$ cat src/rtl/seq_product_divider.sv
// Radix-2 restoring divider: 16-bit product / 8-bit operand, one quotient bit per clock behind start/done.
// Build option: define APPROX_LSB_TRUNC_EN to zero dividend[3:0] at capture (truncated-nibble multiplier model).
module seq_product_divider (
    input  logic        clk,
    input  logic        rst,
    input  logic        start,
    input  logic [15:0] dividend,
    input  logic [7:0]  divisor,
    output logic        busy,
    output logic        done,
    output logic [15:0] quotient,
    output logic [7:0]  remainder,
    output logic        div_by_zero,
    output logic        q_ovf
);

    typedef enum logic [1:0] {
        IDLE = 2'd0,
        RUN  = 2'd1,
        DONE = 2'd2
    } state_t;

    state_t      state_q, state_d;
    logic [3:0]  cnt_q, cnt_d;
    logic [7:0]  rem_q, rem_d;
    logic [15:0] dvd_q, dvd_d;
    logic [7:0]  dvs_q, dvs_d;
    logic [15:0] quo_q, quo_d;
    logic [7:0]  rmd_q, rmd_d;
    logic        dbz_q, dbz_d;
    logic        ovf_q, ovf_d;

    logic [15:0] cap_dvd;
    logic [8:0]  shifted;
    logic        ge;
    logic [7:0]  iter_rem;
    logic [15:0] iter_dvd;

`ifdef APPROX_LSB_TRUNC_EN
    assign cap_dvd = {dividend[15:4], 4'h0};
`else
    assign cap_dvd = dividend;
`endif

    // The 9-bit partial remainder only exists after the shift; the stored one always fits 8 bits.
    assign shifted  = {rem_q, dvd_q[15]};
    assign ge       = shifted >= {1'b0, dvs_q};
    assign iter_rem = ge ? 8'(shifted - {1'b0, dvs_q}) : shifted[7:0];
    assign iter_dvd = {dvd_q[14:0], ge};

    always_comb begin
        state_d = state_q;
        cnt_d   = cnt_q;
        rem_d   = rem_q;
        dvd_d   = dvd_q;
        dvs_d   = dvs_q;
        quo_d   = quo_q;
        rmd_d   = rmd_q;
        dbz_d   = dbz_q;
        ovf_d   = ovf_q;
        unique case (state_q)
            IDLE, DONE: begin
                if (start) begin
                    dvd_d = cap_dvd;
                    dvs_d = divisor;
                    rem_d = 8'h00;
                    cnt_d = 4'd0;
                    if (divisor == 8'h00) begin
                        state_d = DONE;
                        quo_d   = 16'hFFFF;
                        rmd_d   = 8'h00;
                        dbz_d   = 1'b1;
                        ovf_d   = 1'b1;
                    end else begin
                        state_d = RUN;
                    end
                end else if (state_q == DONE) begin
                    state_d = IDLE;
                end
            end
            RUN: begin
                rem_d = iter_rem;
                dvd_d = iter_dvd;
                cnt_d = cnt_q + 4'd1;
                if (cnt_q == 4'd15) begin
                    state_d = DONE;
                    quo_d   = iter_dvd;
                    rmd_d   = iter_rem;
                    dbz_d   = 1'b0;
                    ovf_d   = |iter_dvd[15:8];
                end
            end
            default: state_d = IDLE;
        endcase
    end

    always_ff @(posedge clk or posedge rst) begin
        if (rst) begin
            state_q <= IDLE;
            cnt_q   <= 4'd0;
            rem_q   <= 8'h00;
            dvd_q   <= 16'h0000;
            dvs_q   <= 8'h00;
            quo_q   <= 16'h0000;
            rmd_q   <= 8'h00;
            dbz_q   <= 1'b0;
            ovf_q   <= 1'b0;
        end else begin
            state_q <= state_d;
            cnt_q   <= cnt_d;
            rem_q   <= rem_d;
            dvd_q   <= dvd_d;
            dvs_q   <= dvs_d;
            quo_q   <= quo_d;
            rmd_q   <= rmd_d;
            dbz_q   <= dbz_d;
            ovf_q   <= ovf_d;
        end
    end

    assign busy        = (state_q == RUN);
    assign done        = (state_q == DONE);
    assign quotient    = quo_q;
    assign remainder   = rmd_q;
    assign div_by_zero = dbz_q;
    assign q_ovf       = ovf_q;

endmodule
$ cat config.mk
export PLATFORM = sky130hd
export DESIGN_NAME = seq_product_divider
export DESIGN_NICKNAME = d
export VERILOG_FILES = /design/src/rtl/seq_product_divider.sv
export SDC_FILE = /design/constraint.sdc
export NUM_CORES = 1
export LEC_CHECK = 0
export ABC_AREA = 1
export BUFFER_PORTS_ARGS = -buffer_cell sky130_fd_sc_hd__buf_2
export CAP_MARGIN = 30
export CORE_AREA = 2 2 81 113
export DETAILED_ROUTE_END_ITERATION = 8
export DIE_AREA = 0 0 83 115
export PLACE_DENSITY = 0.68
export SYNTH_ARGS = -nofsm -noshare
export SYNTH_HDL_FRONTEND = slang
export SYNTH_SLANG_ARGS = --single-unit
$ cat constraint.sdc
create_clock -name clk -period 2.7 [get_ports clk]
set_input_delay 0.405 -clock clk [delete_from_list [all_inputs] [get_ports clk]]
set_output_delay 0.405 -clock clk [all_outputs]
set_load 0.05 [all_outputs]
==> impl_table.tex <==
\begin{tabular}{lr}
\hline
Metric & Value \\
\hline
\multicolumn{2}{l}{\textbf{STA}} \\
\quad Relative slew slack & 45.0\% \\
\quad Final number of setup-violating endpoints & 0 \\
\quad Number of hold-slack violations in the final timing report & 0 \\
\quad Max Transition Viols Final & 0 \\
\quad Setup tns final & 0 ns \\
\quad Final setup skew & 0.00614 ns \\
\quad Unrepaired setup endpoints after global routing & no \\
\quad Period utilization & 76.5\% \\
\quad Clock period minus final worst setup slack & 2.06 ns \\
\quad Max Clk Rate & 484 MHz \\
\quad Tightest Pin Transition & 0.825 ns \\
\multicolumn{2}{l}{\textbf{Finish}} \\
\quad Most frequent standard cell in the layout excluding fill and tap cells & sky130\_fd\_sc\_hd\_\_nand2\_1 \\
\quad Layout overhead on the synthesized area & 18.4\% \\
\quad Count of inserted antenna diode cells & 0 \\
\quad Area of all placed cells without fillers & 4030 um\^{}2 \\
\quad Utilization of the core after routing & 47.1\% \\
\quad Most used cells in the layout excluding fill and tap cells & sky130\_fd\_sc\_hd\_\_nand2\_1 (127), sky130\_fd\_sc\_hd\_\_dfrtp\_1 (64), sky130\_fd\_sc\_hd\_\_buf\_2 (54), sky130\_fd\_sc\_hd\_\_inv\_1 (46), sky130\_fd\_sc\_hd\_\_nor2\_1 (28) \\
\quad Proportion of layout cells with a drive suffix above 1 & 24.9\% \\
\quad Total of fill cells in the finished design & 824 \\
\quad Nets & 499 \\
\multicolumn{2}{l}{\textbf{Yosys}} \\
\quad Number of nets in the synthesized netlist & 446 \\
\quad YS warnings & 0 \\
\quad Distinct cell type count of the synthesized netlist & 38 \\
\quad Cell accounting for the most synthesized area & sky130\_fd\_sc\_hd\_\_dfrtp\_1 \\
\quad Mean Syn Cell Area & 8.33 um\^{}2 \\
\quad Area share of the largest cell type after synthesis & 47.0\% \\
\quad Cell types with the largest area share after synthesis & sky130\_fd\_sc\_hd\_\_dfrtp\_1 (47\%), sky130\_fd\_sc\_hd\_\_nand2\_1 (14\%), sky130\_fd\_sc\_hd\_\_inv\_1 (5.2\%), sky130\_fd\_sc\_hd\_\_nand3\_2 (5.0\%), sky130\_fd\_sc\_hd\_\_ha\_1 (3.3\%) \\
\quad Netlist area before placement & 3410 um\^{}2 \\
\quad Proportion of synthesized chip area in sequential cells & 47.0\% \\
\quad Count of state elements after synthesis & 64 \\
\quad Cells after synthesis & 409 \\
\multicolumn{2}{l}{\textbf{GRT}} \\
\quad GR Util All Layers & 17.9\% \\
\quad Initial antenna violation count & 0 \\
\quad First-pass GRT wire length & 13600 um \\
\quad Overall overflow remaining after global route & 0 \\
\quad Number of global-route vias before repair & 2940 \\
\quad Pin count of the biggest net entering global routing & 65 \\
\multicolumn{2}{l}{\textbf{CTS}} \\
\quad Maximum number of buffers from clock root to sink & 2 \\
\quad Total CTS buffers & 9 \\
\quad Reg clk slew, reported paths & 0.05 ns \\
\quad Clock insertion delay at the later pin of the skew report & 0.33 ns \\
\quad Clock tree root driver cell & sky130\_fd\_sc\_hd\_\_clkbuf\_16 \\
\quad CTS tree & done \\
\quad Number of hold-repair buffers added at the cts stage & 0 \\
\quad Clock sink count & 64 \\
\quad Post-CTS setup buffer count & 0 \\
\quad Count of H-tree levels built during CTS & 3 \\
\quad Resize count post-CTS & 0 \\
\multicolumn{2}{l}{\textbf{Detailed routing}} \\
\quad Via count normalized by instance count & 4.96 \\
\quad DRC marker count from the first detailed-route iteration & 131 \\
\quad DRC violations left & 0 \\
\quad Routed wire per std cell & 13.7 um \\
\quad Vias & 2830 \\
\quad Detailed-route wire length & 7830 um \\
\quad Count of nets left with antenna violations after detail routing & 0 \\
\quad DR pass1 iterations & 5 \\
\multicolumn{2}{l}{\textbf{Floorplanning}} \\
\quad Core Area & 8560 um\^{}2 \\
\quad Boundary pin count & 55 \\
\quad Row count & 40 \\
\quad Die footprint & 9550 um\^{}2 \\
\quad Die extent in y & 115 um \\
\quad Chip width & 83 um \\
\quad Initial core utilization & 39.8\% \\
\multicolumn{2}{l}{\textbf{Worst setup path}} \\
\quad Required time at the worst-slack endpoint & 2.30 ns \\
\quad Setup crit end & busy \\
\quad Critical Setup Path Class & reg -> out \\
\quad CP peak stage delay & 0.39 ns \\
\quad Capture instance of the worst register-to-register path & q\_ovf \\
\quad Worst EP arrival & 1.66 ns \\
\quad Library cell contributing the largest single delay on the critical path & sky130\_fd\_sc\_hd\_\_buf\_4 \\
\quad Kind of start point of the critical path & register \\
\quad Cell Chain, Critical Path & inv\_2 -> nor2\_4 -> buf\_4 -> buf\_2 \\
\quad Crit path max-delay family & buffers and inverters \\
\quad Critical path startpoint & state\_q[0] \\
\quad R2R cell count & 8 \\
\quad WP buf/inv & 3 \\
\quad RR Startpoint & cnt\_q[0] \\
\quad Worst reg-to-reg setup slack & 0.79 ns \\
\quad Top fanout value on the critical path & 36 \\
\quad Setup crit end kind & primary output \\
\quad Stages on worst setup path & 4 \\
\multicolumn{2}{l}{\textbf{Place}} \\
\quad Weighted congestion reported at the end of routability-driven placement & 0.851 \\
\quad DP HPWL & 5690 um \\
\quad I/O Buffers & 54 \\
\quad Total cell area at the placement stage & 3710 um\^{}2 \\
\multicolumn{2}{l}{\textbf{Outcome}} \\
\quad Outcome & finished, final reports clean \\
\multicolumn{2}{l}{\textbf{Hold path}} \\
\quad Hold Crit Class & in -> async \\
\multicolumn{2}{l}{\textbf{Flow run}} \\
\quad MaxCap Viol Count & 0 \\
\hline
\end{tabular}
==> cells by family (layout without fill, tap and decap cells) <==
kind of cell | after synthesis | after routing | synth area share (%)
buffers and inverters | 67 | 124 | 9.44
flip-flops | 64 | 64 | 47.0
AND/OR/NAND/NOR | 211 | 211 | 29.9
adder cells (fa/ha/maj) | 10 | 10 | 3.89
XOR/XNOR | 3 | 3 | 0.772
AO/OA/AOI/OAI | 54 | 54 | 9.00
==> metal layers <==
metal	GRT usage (%)	vias to the layer above	wire (um)
li1	-	1409	-
met1	20.5	1340	3270
met2	32.4	66	4080
met3	4.09	15	308
met4	7.54	0	174
met5	0	-	0
==> final cells by class <==
| type | instances | area (um^2) | share of cell area, % |
|---|---|---|---|
| multi-input cells | 278 | 1480 | 36.8 |
| clock inverters | 5 | 81.3 | 2.02 |
| clock buffers | 10 | 239 | 5.93 |
| flip-flops and latches | 64 | 1600 | 39.7 |
| well taps | 105 | 131 | 3.26 |
| repair buffers | 57 | 293 | 7.26 |
| inverters | 52 | 203 | 5.03 |
==> sequential cells by signal, summed over array words and instances, names as in the netlist <==
name	count
dvs_q	8
q_ovf	1
div_by_zero	1
remainder	8
rem_q	8
cnt_q	4
quotient	16
state_q	2
dvd_q	16
==> stage by stage <==
step	setup slack, ns	cells	hold WS (ns)
after global placement	0.812	556	0.455
after floorplan	0.697	409	0.440
after CTS	0.641	571	0.332
final	0.635	571	0.313
after global routing	0.554	571	0.357
after detailed placement	0.772	556	0.463
==> synthesized netlist by cell type, drive strengths merged <==
library cell,instances
o21a,1
nand4,6
o22ai,6
xor2,1
nand3,26
clkbuf,2
nor3,3
xnor2,2
and2,1
o211ai,7
ha,9
nand2,140
nor2,31
fa,1
inv,51
a22o,1
or2,2
nor4,2
a21oi,11
o21ai,28
dfrtp,64
clkinv,1
buf,13
==> tightest hold or removal path, delay by kind of cell <==
| kind | cells | cell delay (ns) |
|---|---|---|
| buffers and inverters | 3 | 0.75 |
==> worst min path at each step <==
stage | start | to | cells after the start
2_1_floorplan | cnt_q[3] | cnt_q[3] | 1
3_3_place_gp | cnt_q[3] | cnt_q[3] | 1
3_5_place_dp | cnt_q[3] | cnt_q[3] | 1
4_1_cts | dividend[4] | dvd_q[4] | 3
5_1_grt | dividend[1] | dvd_q[1] | 3
6_report | rst | div_by_zero | 3
Power is left out: the tool's default activity adds up to more than one toggle a clock period on the data nets, which glitch-free logic cannot reach.
